==> src/rtl/serial_subtractor.sv <==
// Bit-serial, LSB-first unsigned subtractor: one difference bit per clock,
// with a start/busy/done handshake that allows back-to-back operations.
module serial_subtractor #(
  parameter int WIDTH = 8
) (
  input  logic             clk,
  input  logic             rst,
  input  logic             start,
  input  logic [WIDTH-1:0] a,
  input  logic [WIDTH-1:0] b,
  output logic             busy,
  output logic             done,
  output logic [WIDTH-1:0] difference,
  output logic             borrow_out
);

  localparam int CNT_W = (WIDTH > 2) ? $clog2(WIDTH) : 1;
  localparam logic [CNT_W-1:0] LAST_CNT = CNT_W'(WIDTH - 1);

  typedef enum logic [1:0] {
    S_IDLE  = 2'd0,
    S_SHIFT = 2'd1,
    S_DONE  = 2'd2
  } state_t;

  state_t r_state;
  state_t w_state_nxt;

  logic w_load;
  logic w_last;
  logic w_busy;
  logic w_done;

  logic [WIDTH-1:0] r_a_sh;
  logic [WIDTH-1:0] r_b_sh;
  logic [WIDTH-1:0] r_res_sh;
  logic [CNT_W-1:0] r_cnt;
  logic             r_br;
  logic [WIDTH-1:0] r_difference;
  logic             r_borrow;

  logic             w_ai;
  logic             w_bi;
  logic             w_d;
  logic             w_br_nxt;
  logic [WIDTH-1:0] w_res_nxt;

  always_ff @(posedge clk) begin
    if (rst) begin
      r_state <= S_IDLE;
    end else begin
      r_state <= w_state_nxt;
    end
  end

  // A new operation is accepted whenever no computation is in flight,
  // which includes the single DONE cycle so operations can run back-to-back.
  always_comb begin
    w_state_nxt = r_state;
    w_load      = 1'b0;
    w_last      = 1'b0;
    w_busy      = 1'b0;
    w_done      = 1'b0;
    case (r_state)
      S_IDLE: begin
        if (start) begin
          w_load      = 1'b1;
          w_state_nxt = S_SHIFT;
        end
      end
      S_SHIFT: begin
        w_busy = 1'b1;
        if (r_cnt == LAST_CNT) begin
          w_last      = 1'b1;
          w_state_nxt = S_DONE;
        end
      end
      S_DONE: begin
        w_done = 1'b1;
        if (start) begin
          w_load      = 1'b1;
          w_state_nxt = S_SHIFT;
        end else begin
          w_state_nxt = S_IDLE;
        end
      end
      default: begin
        w_state_nxt = S_IDLE;
      end
    endcase
  end

  // Per-bit subtract step: half-subtractor extended with the registered borrow.
  always_comb begin
    w_ai      = r_a_sh[0];
    w_bi      = r_b_sh[0];
    w_d       = w_ai ^ w_bi ^ r_br;
    w_br_nxt  = (~w_ai & w_bi) | (~(w_ai ^ w_bi) & r_br);
    w_res_nxt = {w_d, r_res_sh[WIDTH-1:1]};
  end

  always_ff @(posedge clk) begin
    if (rst) begin
      r_a_sh       <= '0;
      r_b_sh       <= '0;
      r_res_sh     <= '0;
      r_cnt        <= '0;
      r_br         <= 1'b0;
      r_difference <= '0;
      r_borrow     <= 1'b0;
    end else if (w_load) begin
      r_a_sh <= a;
      r_b_sh <= b;
      r_cnt  <= '0;
      r_br   <= 1'b0;
    end else if (r_state == S_SHIFT) begin
      r_a_sh   <= {1'b0, r_a_sh[WIDTH-1:1]};
      r_b_sh   <= {1'b0, r_b_sh[WIDTH-1:1]};
      r_res_sh <= w_res_nxt;
      r_br     <= w_br_nxt;
      r_cnt    <= r_cnt + CNT_W'(1);
      // Outputs only ever see the complete word, never a partial result.
      if (w_last) begin
        r_difference <= w_res_nxt;
        r_borrow     <= w_br_nxt;
      end
    end
  end

  assign busy       = w_busy;
  assign done       = w_done;
  assign difference = r_difference;
  assign borrow_out = r_borrow;

endmodule

==> config.mk <==
export PLATFORM = sky130hd
export DESIGN_NAME = serial_subtractor
export DESIGN_NICKNAME = d
export VERILOG_FILES = /design/src/rtl/serial_subtractor.sv
export SDC_FILE = /design/constraint.sdc
export NUM_CORES = 1
export LEC_CHECK = 0
export BUFFER_PORTS_ARGS = -buffer_cell sky130_fd_sc_hd__buf_4
export CAP_MARGIN = 10
export CORE_MARGIN = 2
export CORE_UTILIZATION = 48
export CTS_CLUSTER_DIAMETER = 40
export DETAILED_ROUTE_END_ITERATION = 8
export GPL_TIMING_DRIVEN = 0
export HOLD_SLACK_MARGIN = 0.12
export PLACE_DENSITY = 0.74
export SLEW_MARGIN = 20
export SYNTH_ARGS = -nofsm -noshare
export SYNTH_HDL_FRONTEND = slang
export SYNTH_SLANG_ARGS = --single-unit
==> constraint.sdc <==
create_clock -name clk -period 1.4 [get_ports clk]
set_clock_uncertainty 0.15 [all_clocks]
set_input_delay 0.14 -clock clk [delete_from_list [all_inputs] [get_ports clk]]
set_output_delay 0.14 -clock clk [all_outputs]
set_load 0.02 [all_outputs]
==> results.tsv <==
stage	metric	value	unit
worst_setup_path	Worst setup SP type	flop	
clocking	Inserted Clock Buffers	5	
timing	Fin. Hold Viols	0	
worst_setup_path	Crit path required time	1.11	ns
grt	first-pass GRT wire length	6299	µm
placement	Place WS	-0.1757	ns
timing	unrepaired setup endpoints after global routing	yes	
timing	crit path time final	1.468	ns
power_and_ir_drop	Static Leak	0.8681	nW
clocking	Clk Latency, worst-skew pair	0.35	ns
drt	Pre-Repair DR Iteration Count	4	
logic_synthesis	synthesized cell area	0.001501	mm²
drt	vias	1494	
logic_synthesis	EDFF count, synth	0	
grt	Remaining Overflow, GRT	0	
timing	worst slew pin tran	0.5638	ns
logic_synthesis	register area share after synthesis	50.67	%
timing	Setup WS post-layout	-0.06790	ns
job	MaxCap Viol Count	0	
floorplan	Ports	30	
timing	Setup Viol. Count Final	6	
clocking	htree depth	2	
logic_synthesis	Post-synth top flop	dfxtp_1	
floorplan	CORE AREA	0.003003	mm²
logic_synthesis	Synth Net Count	196	
logic_synthesis	Distinct cells, synth	24	
logic_synthesis	Mapped Avg Cell Area	8.629	µm²
drt	initial DRC count	47	
floorplan	Site Rows	20	
placement	Placement Cell Area	0.001753	mm²
timing	Fin Hold WS	0.1247	ns
clocking	cts hold-fix bufs	18	
timing	Max Clk Rate	0.6812	GHz
grt	pin count of the biggest net entering global routing	12	
timing	Final Cycle Share	104.8	%
final_layout	commonest non-fill, non-tap cell in the layout	nand2_1	
floorplan	die area	0.003592	mm²
grt	initial antenna violation count	0	
floorplan	Die X-Extent	59.93	µm
final_layout	leading cell types in the layout, fill and taps excluded	36 x nand2_1, 35 x buf_4, 34 x dfxtp_1	
timing	Rel. slew slack	62.41	%
worst_setup_path	CP Class	reg2out	
power_and_ir_drop	clock power share	27.6	%
clocking	Clock Tree Buf Depth	2	
placement	Port Buffer Count	28	
worst_setup_path	crit-path max FO	2	
final_layout	post-route cell area	0.002261	mm²
drt	DRC viols	0	
drt	Avg WL per Cell	15.23	µm
clocking	CTS tree	yes	
power_and_ir_drop	combinational fraction of design power	18.6	%
power_and_ir_drop	Pint	1.585	mW
final_layout	n_diodes	0	
grt	vias in the first global route	1416	
power_and_ir_drop	pwr/cell area	967.3	mW/mm²
final_layout	fillers	210	
grt	GRT Util Overall	24.06	%
drt	Post-Route WL	4096	µm
worst_hold_path	worst hold path class	in2reg	
power_and_ir_drop	NetSw	602.0	µW
floorplan	DIE HEIGHT	59.93	µm
power_and_ir_drop	worst vdd ir	0.8786	mV
final_layout	Final Net Count	257	
logic_synthesis	Synth warnings	0	
power_and_ir_drop	Power, Total	2.187	mW
placement	post-DP HPWL	2391	µm
power_and_ir_drop	Sw Ratio	27.53	%
clocking	Worst-path clk slew	0.11	ns
floorplan	starting density of the core	50.00	%
status	failing checks	setup timing	
worst_setup_path	Crit. End Element	output port	
worst_setup_path	crit path DAT	1.18	ns
logic_synthesis	synthesized instance count	174	
logic_synthesis	ys async rst share	0	%
final_layout	Area Overhead vs Synth	50.58	%
clocking	root buffer cell	clkbuf_4	
drt	Vias/cell	5.554	
power_and_ir_drop	sequential group share of total power	53.7	%
logic_synthesis	#FFs+latches synth	38	
drt	Antenna Nets Post-Route	0	
placement	Placer Congestion	0.8181	
status	status	complete, but fails checks	
timing	Max Slew Vio Count	0	
final_layout	share of cells above drive strength 1	31.78	%
clocking	Clock Sinks	38	
Yosys cell counts, drive strengths merged (2+ instances only):
cell / count / area, µm²
nand3: 10 / 50.05
ha: 2 / 25.02
mux2i: 4 / 40.04
a22oi: 2 / 15.01
clkbuf: 4 / 15.01
inv: 2 / 7.510
nor2: 10 / 37.54
o22ai: 5 / 31.28
a311oi: 8 / 70.07
dfxtp: 38 / 760.7
a21oi: 18 / 90.09
nor2b: 2 / 12.51
buf: 10 / 61.30
nand2b: 2 / 12.51
nor3: 15 / 75.07
nand2: 36 / 135.1
power groups by stage:
stage	sequential (mW)	clock, mW	combinational [mW]
after floorplan	1.18	0	0.184
after global placement	1.18	0	0.264
after detailed placement	1.19	0	0.272
after CTS	1.16	0.612	0.363
after global routing	1.18	0.658	0.440
final	1.17	0.605	0.408
worst paths after layout:
check	startpoint	endpoint	slack (ns)	cells after the start
worst max-delay path	r_state[1]	busy	-0.07	4
worst min-delay path	start	r_br	0.12	3
worst max register to register	r_state[1]	r_a_sh[3]	-0.02	6
worst min register to register	difference[5]	difference[5]	0.31	2
flip-flops by register name, summed over array words and instances (netlist names):
signal      flops
borrow_out      1
difference      8
r_a_sh          8
r_b_sh          8
r_br            1
r_cnt           3
r_res_sh        7
r_state         2
logic make-up after synthesis:
| family | after synthesis | synth area share, % |
|---|---|---|
| flops | 38 | 50.67 |
| xor+xnor | 1 | 0.5834 |
| mux | 4 | 2.667 |
| simple gates | 76 | 22.00 |
| buf+inv | 17 | 6.166 |
| compound gates | 35 | 14.92 |
| fa+ha+maj | 3 | 3.000 |
per-stage QoR:
step	utilization, %	cells	TNS, ns
floorplan	-	174	0
global placement	58.38	235	-1.131
detailed placement	58.38	235	-1.544
CTS	71.08	267	-0.7101
global route	75.29	269	-0.9022
finish	75.29	269	-0.1464
layer usage:
| layer | share of wire, % | vias to the layer above | track usage (%) |
|---|---|---|---|
| met5 | 0 | - | 0 |
| met4 | 2.1 | 0 | 8.889 |
| met2 | 51 | 56 | 41.77 |
| met1 | 41 | 699 | 27.30 |
| li1 | - | 729 | - |
| met3 | 5.9 | 10 | 7.792 |
repair_timing:
| item | in CTS | in global routing |
|---|---|---|
| gates resized for setup | 25 | 24 |
| pin swaps | 2 | 11 |
| cloned | 0 | 2 |
| hold endpoints to repair | 16 | 1 |
| endpoints found under the setup margin | 21 | 37 |
| buffers inserted | 6 | 2 |
critical path, stage by stage, from the launching register on:
cell and delay [ns]:
dfxtp_2 0.36, nand2b_4 0.18, clkinv_8 0.06, buf_8 0.12, buf_6 0.12
area by class of cell:
cell class	count	area, µm²	area share [%]
Timing Repair Buffer	55	490.5	21.69
Tap cell	33	41.29	1.826
Inverter	3	23.77	1.051
Clock buffer	7	55.05	2.435
Multi-Input combinational cell	119	767.0	33.92
Sequential cell	38	768.2	33.98
Clock inverter	1	5.005	0.2214
Buffer	13	110.1	4.870
No activity file was read; power rests on OpenSTA's default activity.
